**config.mk**
```make
export PLATFORM = sky130hd
export DESIGN_NAME = uart_tx_flat
export DESIGN_NICKNAME = d
export VERILOG_FILES = /design/src/rtl/uart_tx_if.sv /design/src/rtl/uart_tx.sv /design/src/flat_wrapper.sv
export SDC_FILE = /design/constraint.sdc
export NUM_CORES = 1
export LEC_CHECK = 0
export ABC_AREA = 1
export ABC_CLOCK_PERIOD_IN_PS = 1960
export BUFFER_PORTS_ARGS = -buffer_cell sky130_fd_sc_hd__buf_4
export CORE_AREA = 2 2 69 58
export CTS_BUF_LIST = sky130_fd_sc_hd__clkbuf_8 sky130_fd_sc_hd__clkbuf_16
export CTS_CLUSTER_DIAMETER = 40
export CTS_CLUSTER_SIZE = 16
export DETAILED_ROUTE_END_ITERATION = 10
export DIE_AREA = 0 0 71 60
export HOLD_SLACK_MARGIN = 0.12
export PLACE_DENSITY = 0.74
export SETUP_SLACK_MARGIN = 0.02
export SYNTH_ARGS = -nofsm -noshare
export SYNTH_HDL_FRONTEND = slang
export SYNTH_SLANG_ARGS = --single-unit
```
**constraint.sdc**
```tcl
create_clock -name clk -period 1.96 [get_ports clk]
set_input_delay 0.588 -clock clk [delete_from_list [all_inputs] [get_ports clk]]
set_output_delay 0.588 -clock clk [all_outputs]
set_load 0.01 [all_outputs]
```
**src/rtl/uart_tx_if.sv**
```systemverilog
// Parallel-side handshake and frame configuration for the UART transmitter.
// The master (host) drives the request and config. The slave (uart_tx) returns the line and status.
interface uart_tx_if;
    logic [1:0] i_num_bit_data;
    logic       i_parity_en;
    logic       i_parity_type;
    logic       i_stop_bits;
    logic [7:0] i_data;
    logic       i_tx_start;
    logic       o_tx_serial;
    logic       o_tx_busy;
    logic       o_tx_done;

    modport master (
        output i_num_bit_data, i_parity_en, i_parity_type, i_stop_bits, i_data, i_tx_start,
        input  o_tx_serial, o_tx_busy, o_tx_done
    );

    modport slave (
        input  i_num_bit_data, i_parity_en, i_parity_type, i_stop_bits, i_data, i_tx_start,
        output o_tx_serial, o_tx_busy, o_tx_done
    );
endinterface

```
**src/rtl/uart_tx.sv**
```systemverilog
// UART transmitter: start, 5-8 data bits LSB first, optional parity, 1-2 stop bits.
// Bit timing comes from an external oversampling tick shared with uart_rx.
module uart_tx #(
    parameter int OVERSAMPLE = 16
) (
    input  logic     clk,
    input  logic     rst_n,
    input  logic     tx_tick,
    uart_tx_if.slave tx
);
    localparam int TW = (OVERSAMPLE > 1) ? $clog2(OVERSAMPLE) : 1;

    typedef enum logic [2:0] {IDLE, START, DATA, PARITY, STOP} state_e;

    state_e        state_q, state_d;
    logic [TW-1:0] tick_cnt_q, tick_cnt_d;
    logic [2:0]    bit_cnt_q, bit_cnt_d;
    logic [2:0]    last_bit_q, last_bit_d;
    logic [7:0]    shift_q, shift_d;
    logic          par_en_q, par_en_d;
    logic          par_bit_q, par_bit_d;
    logic          stop2_q, stop2_d;
    logic          serial_q, serial_d;
    logic          busy_q, busy_d;
    logic          done_q, done_d;

    logic [7:0]    data_mask;
    logic          bit_end;

    // Parity is resolved at accept time, so later input changes cannot affect it.
    assign data_mask = 8'hFF >> (2'd3 - tx.i_num_bit_data);
    assign bit_end   = tx_tick && (tick_cnt_q == TW'(OVERSAMPLE - 1));

    always_comb begin
        state_d    = state_q;
        tick_cnt_d = tick_cnt_q;
        bit_cnt_d  = bit_cnt_q;
        last_bit_d = last_bit_q;
        shift_d    = shift_q;
        par_en_d   = par_en_q;
        par_bit_d  = par_bit_q;
        stop2_d    = stop2_q;
        done_d     = 1'b0;

        if (state_q != IDLE && tx_tick)
            tick_cnt_d = bit_end ? '0 : tick_cnt_q + 1'b1;

        case (state_q)
            IDLE: begin
                if (tx.i_tx_start) begin
                    shift_d    = tx.i_data & data_mask;
                    last_bit_d = 3'd4 + {1'b0, tx.i_num_bit_data};
                    par_en_d   = tx.i_parity_en;
                    par_bit_d  = (^(tx.i_data & data_mask)) ^ tx.i_parity_type;
                    stop2_d    = tx.i_stop_bits;
                    tick_cnt_d = '0;
                    bit_cnt_d  = '0;
                    state_d    = START;
                end
            end
            START: if (bit_end) state_d = DATA;
            DATA: begin
                if (bit_end) begin
                    if (bit_cnt_q == last_bit_q) begin
                        bit_cnt_d = '0;
                        state_d   = par_en_q ? PARITY : STOP;
                    end else begin
                        bit_cnt_d = bit_cnt_q + 3'd1;
                        shift_d   = shift_q >> 1;
                    end
                end
            end
            PARITY: if (bit_end) state_d = STOP;
            STOP: begin
                if (bit_end) begin
                    if (bit_cnt_q == {2'b00, stop2_q}) begin
                        bit_cnt_d = '0;
                        done_d    = 1'b1;
                        state_d   = IDLE;
                    end else begin
                        bit_cnt_d = bit_cnt_q + 3'd1;
                    end
                end
            end
            default: state_d = IDLE;
        endcase

        // The line level is decoded from the next state, so the registered output never glitches.
        busy_d = (state_d != IDLE);
        case (state_d)
            START:   serial_d = 1'b0;
            DATA:    serial_d = shift_d[0];
            PARITY:  serial_d = par_bit_q;
            default: serial_d = 1'b1;
        endcase
    end

    always_ff @(posedge clk or negedge rst_n) begin
        if (!rst_n) begin
            state_q    <= IDLE;
            tick_cnt_q <= '0;
            bit_cnt_q  <= '0;
            last_bit_q <= '0;
            shift_q    <= '0;
            par_en_q   <= 1'b0;
            par_bit_q  <= 1'b0;
            stop2_q    <= 1'b0;
            serial_q   <= 1'b1;
            busy_q     <= 1'b0;
            done_q     <= 1'b0;
        end else begin
            state_q    <= state_d;
            tick_cnt_q <= tick_cnt_d;
            bit_cnt_q  <= bit_cnt_d;
            last_bit_q <= last_bit_d;
            shift_q    <= shift_d;
            par_en_q   <= par_en_d;
            par_bit_q  <= par_bit_d;
            stop2_q    <= stop2_d;
            serial_q   <= serial_d;
            busy_q     <= busy_d;
            done_q     <= done_d;
        end
    end

    assign tx.o_tx_serial = serial_q;
    assign tx.o_tx_busy   = busy_q;
    assign tx.o_tx_done   = done_q;
endmodule
```
**src/flat_wrapper.sv**
```systemverilog
// flat-port wrapper written by rule: the top's interface ports become plain ports
module uart_tx_flat 
#(
    parameter int OVERSAMPLE = 16
)
  (clk, rst_n, tx_tick, tx_i_num_bit_data, tx_i_parity_en, tx_i_parity_type, tx_i_stop_bits, tx_i_data, tx_i_tx_start, tx_o_tx_serial, tx_o_tx_busy, tx_o_tx_done);
  uart_tx_if tx_i ();
  input  logic clk;
  input  logic rst_n;
  input  logic tx_tick;
  input wire logic [$bits(tx_i.i_num_bit_data)-1:0] tx_i_num_bit_data;
  input wire logic [$bits(tx_i.i_parity_en)-1:0] tx_i_parity_en;
  input wire logic [$bits(tx_i.i_parity_type)-1:0] tx_i_parity_type;
  input wire logic [$bits(tx_i.i_stop_bits)-1:0] tx_i_stop_bits;
  input wire logic [$bits(tx_i.i_data)-1:0] tx_i_data;
  input wire logic [$bits(tx_i.i_tx_start)-1:0] tx_i_tx_start;
  output wire logic [$bits(tx_i.o_tx_serial)-1:0] tx_o_tx_serial;
  output wire logic [$bits(tx_i.o_tx_busy)-1:0] tx_o_tx_busy;
  output wire logic [$bits(tx_i.o_tx_done)-1:0] tx_o_tx_done;
  assign tx_i.i_num_bit_data = tx_i_num_bit_data;
  assign tx_i.i_parity_en = tx_i_parity_en;
  assign tx_i.i_parity_type = tx_i_parity_type;
  assign tx_i.i_stop_bits = tx_i_stop_bits;
  assign tx_i.i_data = tx_i_data;
  assign tx_i.i_tx_start = tx_i_tx_start;
  assign tx_o_tx_serial = tx_i.o_tx_serial;
  assign tx_o_tx_busy = tx_i.o_tx_busy;
  assign tx_o_tx_done = tx_i.o_tx_done;
  uart_tx #(.OVERSAMPLE(OVERSAMPLE)) u_core (.clk(clk), .rst_n(rst_n), .tx_tick(tx_tick), .tx(tx_i));
endmodule
```
[Word-level counts from Yosys, hierarchy flattened]
Cells that the tools add are included.
Storage, ports and cells
  ROM bits: 0
  register bits after elaboration: 27
  word-level logic and storage cells: 71
  memories kept: 0
  output and inout bits: 3
  memory bits (writable): 0
  input port bits: 17
  bits in latches: 0
Cells by class
  shift-type cells: 1
  equal/unequal tests: 14
  divide/modulo/power cells: 0
  multiplexer cells: 27
  bitwise gates (word level): 2
  order comparisons: 0
  reduce and logical (&&, ||, !) cells: 11
  multipliers: 0
  add/subtract/negate cells: 4
Operators by type and width (count)
  3-bit two-way mux: 13
  8-bit two-way mux: 3
  4-bit two-way mux: 4
  8-bit case mux with 2 select lines: 1
  3-bit case mux with 5 select lines: 1
  3-bit by 2-bit equality test with 1-bit output (second input constant): 4
  3-bit case mux with 3 select lines: 1
  3-bit nonzero test: 3
  8-bit bitwise AND: 1
  4-bit AND reduction: 2
  8-bit XOR reduction: 1
  8-bit by 2-bit right shift with 8-bit output (first input constant): 1
  3-bit by 1-bit equality test with 1-bit output (second input constant): 2
  4-bit by 1-bit adder with 4-bit output (second input constant): 1
  4-bit equality test (second input constant): 1
  2-bit by 1-bit inequality test with 1-bit output (second input constant): 2
  2-bit inequality test (second input constant): 2
  3-bit by 1-bit adder with 3-bit output (second input constant): 1
  3-bit by 2-bit adder with 3-bit output (first input constant): 1
  3-bit by 1-bit equality test with 1-bit output: 1
  3-bit equality test: 1
  3-bit equality test (second input constant): 1
  3-bit zero test: 1
  1-bit two-way mux: 3
  6 further kinds: 7

[Depth between registers and ports, before layout]
  depth in word-level cells: 6
  gate-level depth with buffers: 12
  mapped depth without buffers: 11

[Worst setup path after synthesis]
Ideal clock, no wire load.
  kind: register to register
  start: register u_core.tick_cnt_q[0]
  end: register u_core.busy_q (netlist: u_core.tx.o_tx_busy)
  path buffers: 1
  arrival time: 1.428 ns
  slack: 0.408 ns
  cell stages (with the launch flop): 9
  data required time: 1.836 ns
  library setup time: 0.124 ns
  period minus slack after synthesis: 1.552 ns
  path through: dfrtp_1 > ha_1 > nand2_1 > nor2_2 > buf_6 > nor2_1 > o21ai_2 > nand3b_1 > or2_1
On the way
  longest elaborated chain between the ends: 5
  elaborated cells between the ends (all ways): 8
  those cells by class: 1 x eq/ne; 5 x mux; 2 x reduce/logical
Ends and longest elaborated chain
  start, declared: RTL line uart_tx.sv:16  | logic [TW-1:0] tick_cnt_q, tick_cnt_d;
  start signal, assigned: RTL line uart_tx.sv:113  | tick_cnt_q <= tick_cnt_d;
  4-bit equality test *: RTL line uart_tx.sv:32  | assign bit_end = tx_tick && (tick_cnt_q == TW'(OVERSAMPLE - 1));
  1-bit logical AND *: RTL line uart_tx.sv:32
  3-bit two-way mux, on equally long branches
  3-bit case mux with 5 select lines *: RTL line uart_tx.sv:48  | case (state_q)
  named net u_core.state_d[1]: RTL line uart_tx.sv:15  | state_e state_q, state_d;
  3-bit nonzero test *: RTL line uart_tx.sv:89  | busy_d = (state_d != IDLE);
  named net u_core.busy_d: RTL line uart_tx.sv:24  | logic busy_q, busy_d;
  end signal, assigned: RTL line uart_tx.sv:121  | busy_q <= busy_d;
  end, declared: RTL line uart_tx.sv:24
Mark *: on every way through the listed nets, which the timed path passes. The rest lies on a longest branch.
A chain may end at the register's enable or synchronous reset.

[Final worst setup path]
Ends and elaborated chain as after synthesis.

==> flow_summary.yaml <==
outcome:
  status: "completed"
layout:
  final_core_util: 0.497
  flow.area_growth_from_synthesis_pct: 16.0
  final_layout_size_suffix_gt1_frac: 0.210
  number_of_filler_cells_placed_in_the_layout: 334
  nets: 234
  antenna-diode-count: 0
clocking:
  cts_tree: "yes"
  h_tree_depth: 1
  clockBufferDepth: 2
  clk_pin_slew_ps: 90
  cts_made_buffers: 3
  cts-root-buf: "sky130_fd_sc_hd__clkbuf_8"
  clock_insertion_delay_worst_skew_ps: 270
  cts.repair_timing.setup_buffer_count: 0
  cts_num_sinks: 27
detailed_routing:
  dr.pass1.iters: 5
  wl_per_cell_um: 11.8
  vias: 1303
  detail_route.vias_per_cell: 5.05
  detail_route.wirelength_um: 3040
  ant_nets: 0
  drt_initial_violations: 74
  post-route-drc-count: 0
yosys:
  synthCells: 191
  yosysUniqueCellTypes: 36
  yosys_warnings: 0
  synthTopCellsByArea: "sky130_fd_sc_hd__dfrtp_1 (42%), sky130_fd_sc_hd__nand2_1 (13%), sky130_fd_sc_hd__nand3_1 (5.1%)"
  seq_area_frac_synth: 0.435
  mappedNetlistArea_mm2: 0.00156
  synth_seq_cells: 27
  synth_largest_area_cell: "sky130_fd_sc_hd__dfrtp_1"
  synth_commonest_cells: "sky130_fd_sc_hd__nand2_1 (53), sky130_fd_sc_hd__dfrtp_1 (26), sky130_fd_sc_hd__inv_1 (20)"
  syn-num-nets: 210
  post_synth.cell_area_avg_um2: 8.14
  synth_top_flop_cell: "sky130_fd_sc_hd__dfrtp_1"
  netlist.area_leader.share: 0.418
  synth_most_common_cell: "sky130_fd_sc_hd__nand2_1"
  synth-async-reset-ratio: 1.00
  synth_edf_count: 0
timing:
  rsz0062_at_grt: "false"
  fin_crit_period_ps: 1750
  worst-slew-pin-transition_ps: 386
  fin_setup_tns_ps: 0
  setup_viol: 0
  postLayoutSetupSlackWorst_ps: 214
  final_min_period_over_clock_period: 0.891
  slew_viol_final: 0
  hold_viol: 0
  timing.clock.skew_ps: 7.25
  timing.fmax_mhz: 573
  timing.max_slew.rel_slack: 0.742
worst_setup_path:
  startpoint_type: "flip-flop"
  worst_ep_required_time_ps: 2120
  worstSetupPathType: "reg2reg"
  worstSetupEndpointType: "flip-flop"
  arrival_ps: 1910
  critPathMaxFanout: 6
floorplan:
  core_region_area_mm2: 0.00363
  floorplan.initialDensity: 0.429
  dieWidth_um: 71
  boundaryPins: 20
  design.die.area_mm2: 0.00426
  placementRows: 20
  dieHeight_um: 60
place:
  dpl_worst_slack_ps: 160
  detailed_place_hpwl_um: 2390
  portBuffers: 19
  routabilityCongestion: 0.809
worst_hold_path:
  holdCritPathClass: "in2async"
power:
  intPower_uw: 1140
  net_sw_frac: 0.374
  combPwrFrac: 0.360
  switching_power_uw: 679
  power.sequential.fraction: 0.467
  power-per-cell-area_mw_per_mm2: 1010
  power.leakage_uw: 0.000866
  pwr-share-clk: 0.173
  worst_ir_drop_vdd_mv: 0.601
global_route:
  antenna_found_initial: 0
  global_route_total_overflow: 0
  grt_start_max_net_pins: 28
  number_of_global_route_vias_before_repair: 1218
  first_pass_grt_wire_length_um: 5430
  grt_use_total: 0.162
job:
  cap_viol_max_count: 0
cell type report:
cell class / instances / area, um2 / share of cell area
clock buffer: 3 / 41.3 / 0.0229
clock inverter: 1 / 5.00 / 0.00277
inverter: 23 / 91.3 / 0.0506
multi-input combinational: 137 / 762 / 0.422
sequential: 27 / 677 / 0.375
tap: 44 / 55.1 / 0.0305
timing repair buffer: 23 / 173 / 0.0957
worst max-delay path, cell delays in order, from the launching register on:
cell and delay [ps]:
sky130_fd_sc_hd__dfrtp_1 400, sky130_fd_sc_hd__ha_1 190, sky130_fd_sc_hd__nand2_1 100, sky130_fd_sc_hd__nor2_2 210, sky130_fd_sc_hd__buf_4 190, sky130_fd_sc_hd__inv_6 40
sky130_fd_sc_hd__o21ai_2 120, sky130_fd_sc_hd__nand2_1 60, sky130_fd_sc_hd__nand2_1 50, sky130_fd_sc_hd__nand2_1 60, sky130_fd_sc_hd__or2_1 220
cells in the final DEF, fill, tap and decap left out, drive strengths merged:
cell type	synthesis	routed
xnor2	5	5
dfrtp	26	26
buf	3	23
a21oi	4	4
nand4	5	5
nand3b	1	1
nor3	7	7
nor2	15	15
xor2	4	4
or2	3	3
nor3b	1	1
clkbuf	1	3
a31oi	1	1
nand2	55	55
o211ai	1	1
inv	23	23
o221ai	3	3
nand3	17	17
o22ai	2	2
o21ai	10	10
dfstp	1	1
a211oi	1	1
ha	2	2
clkinv	0	1
power groups by stage:
| stage | clock network, uW | logic (uW) | registers [uW] |
|---|---|---|---|
| 2_1_floorplan | 0 | 466 | 843 |
| 3_3_place_gp | 0 | 632 | 850 |
| 3_5_place_dp | 0 | 649 | 858 |
| 4_1_cts | 324 | 650 | 847 |
| 5_1_grt | 352 | 763 | 869 |
| 6_report | 313 | 654 | 847 |
state kept, by name, indices dropped and copies added, names as in the netlist:
signal	count
u_core.state_q	3
u_core.par_en_q	1
u_core.last_bit_q	3
u_core.tx.o_tx_busy	1
u_core.shift_q	8
u_core.tx.o_tx_serial	1
u_core.stop2_q	1
u_core.tick_cnt_q	4
u_core.tx.o_tx_done	1
u_core.par_bit_q	1
u_core.bit_cnt_q	3
final timing paths:
check | startpoint | to | slack [ps] | cells past startpoint
max | u_core.tick_cnt_q[0] | u_core.tx.o_tx_busy | 210 | 10
min reg2reg | u_core.par_bit_q | u_core.par_bit_q | 500 | 2
min | rst_n | u_core.shift_q[6] | 210 | 1
max reg2reg | u_core.tick_cnt_q[0] | u_core.tx.o_tx_busy | 210 | 10
max in group asynchronous | rst_n | u_core.tx.o_tx_serial | 1430 | 1
min in group clk | tx_i_tx_start | u_core.tick_cnt_q[0] | 490 | 2
metal layers:
layer  vias to the layer above  GRT usage  wire length [um]
met5                         -          0                 0
met4                         0     0.0162                12
met3                         2     0.0388               163
met2                        42      0.283              1390
met1                       589      0.214              1470
li1                        670          -                 -
logic make-up after synthesis:
logic type                 share of synthesized area
and+or+nand+nor                                0.326
DFF                                            0.435
buffers and inverters                         0.0788
xor gates and xnor gates                      0.0555
AOI/OAI and AO/OA                             0.0885
adders and majority gates                     0.0161
stage by stage:
step	cells	hold WS (ps)	cell area [um2]	power, uW
3_5_place_dp	254	479	1750	1510
4_1_cts	258	217	1800	1820
2_1_floorplan	191	292	1560	1310
5_1_grt	258	231	1800	1980
6_report	258	211	1800	1810
3_3_place_gp	254	466	1750	1480
repair_timing:
action | CTS | global route
gates resized for setup | 0 | 1
hold buffers | 0 | 0
setup endpoints to repair | 0 | 1
No activity file was read; power rests on OpenSTA's default activity.
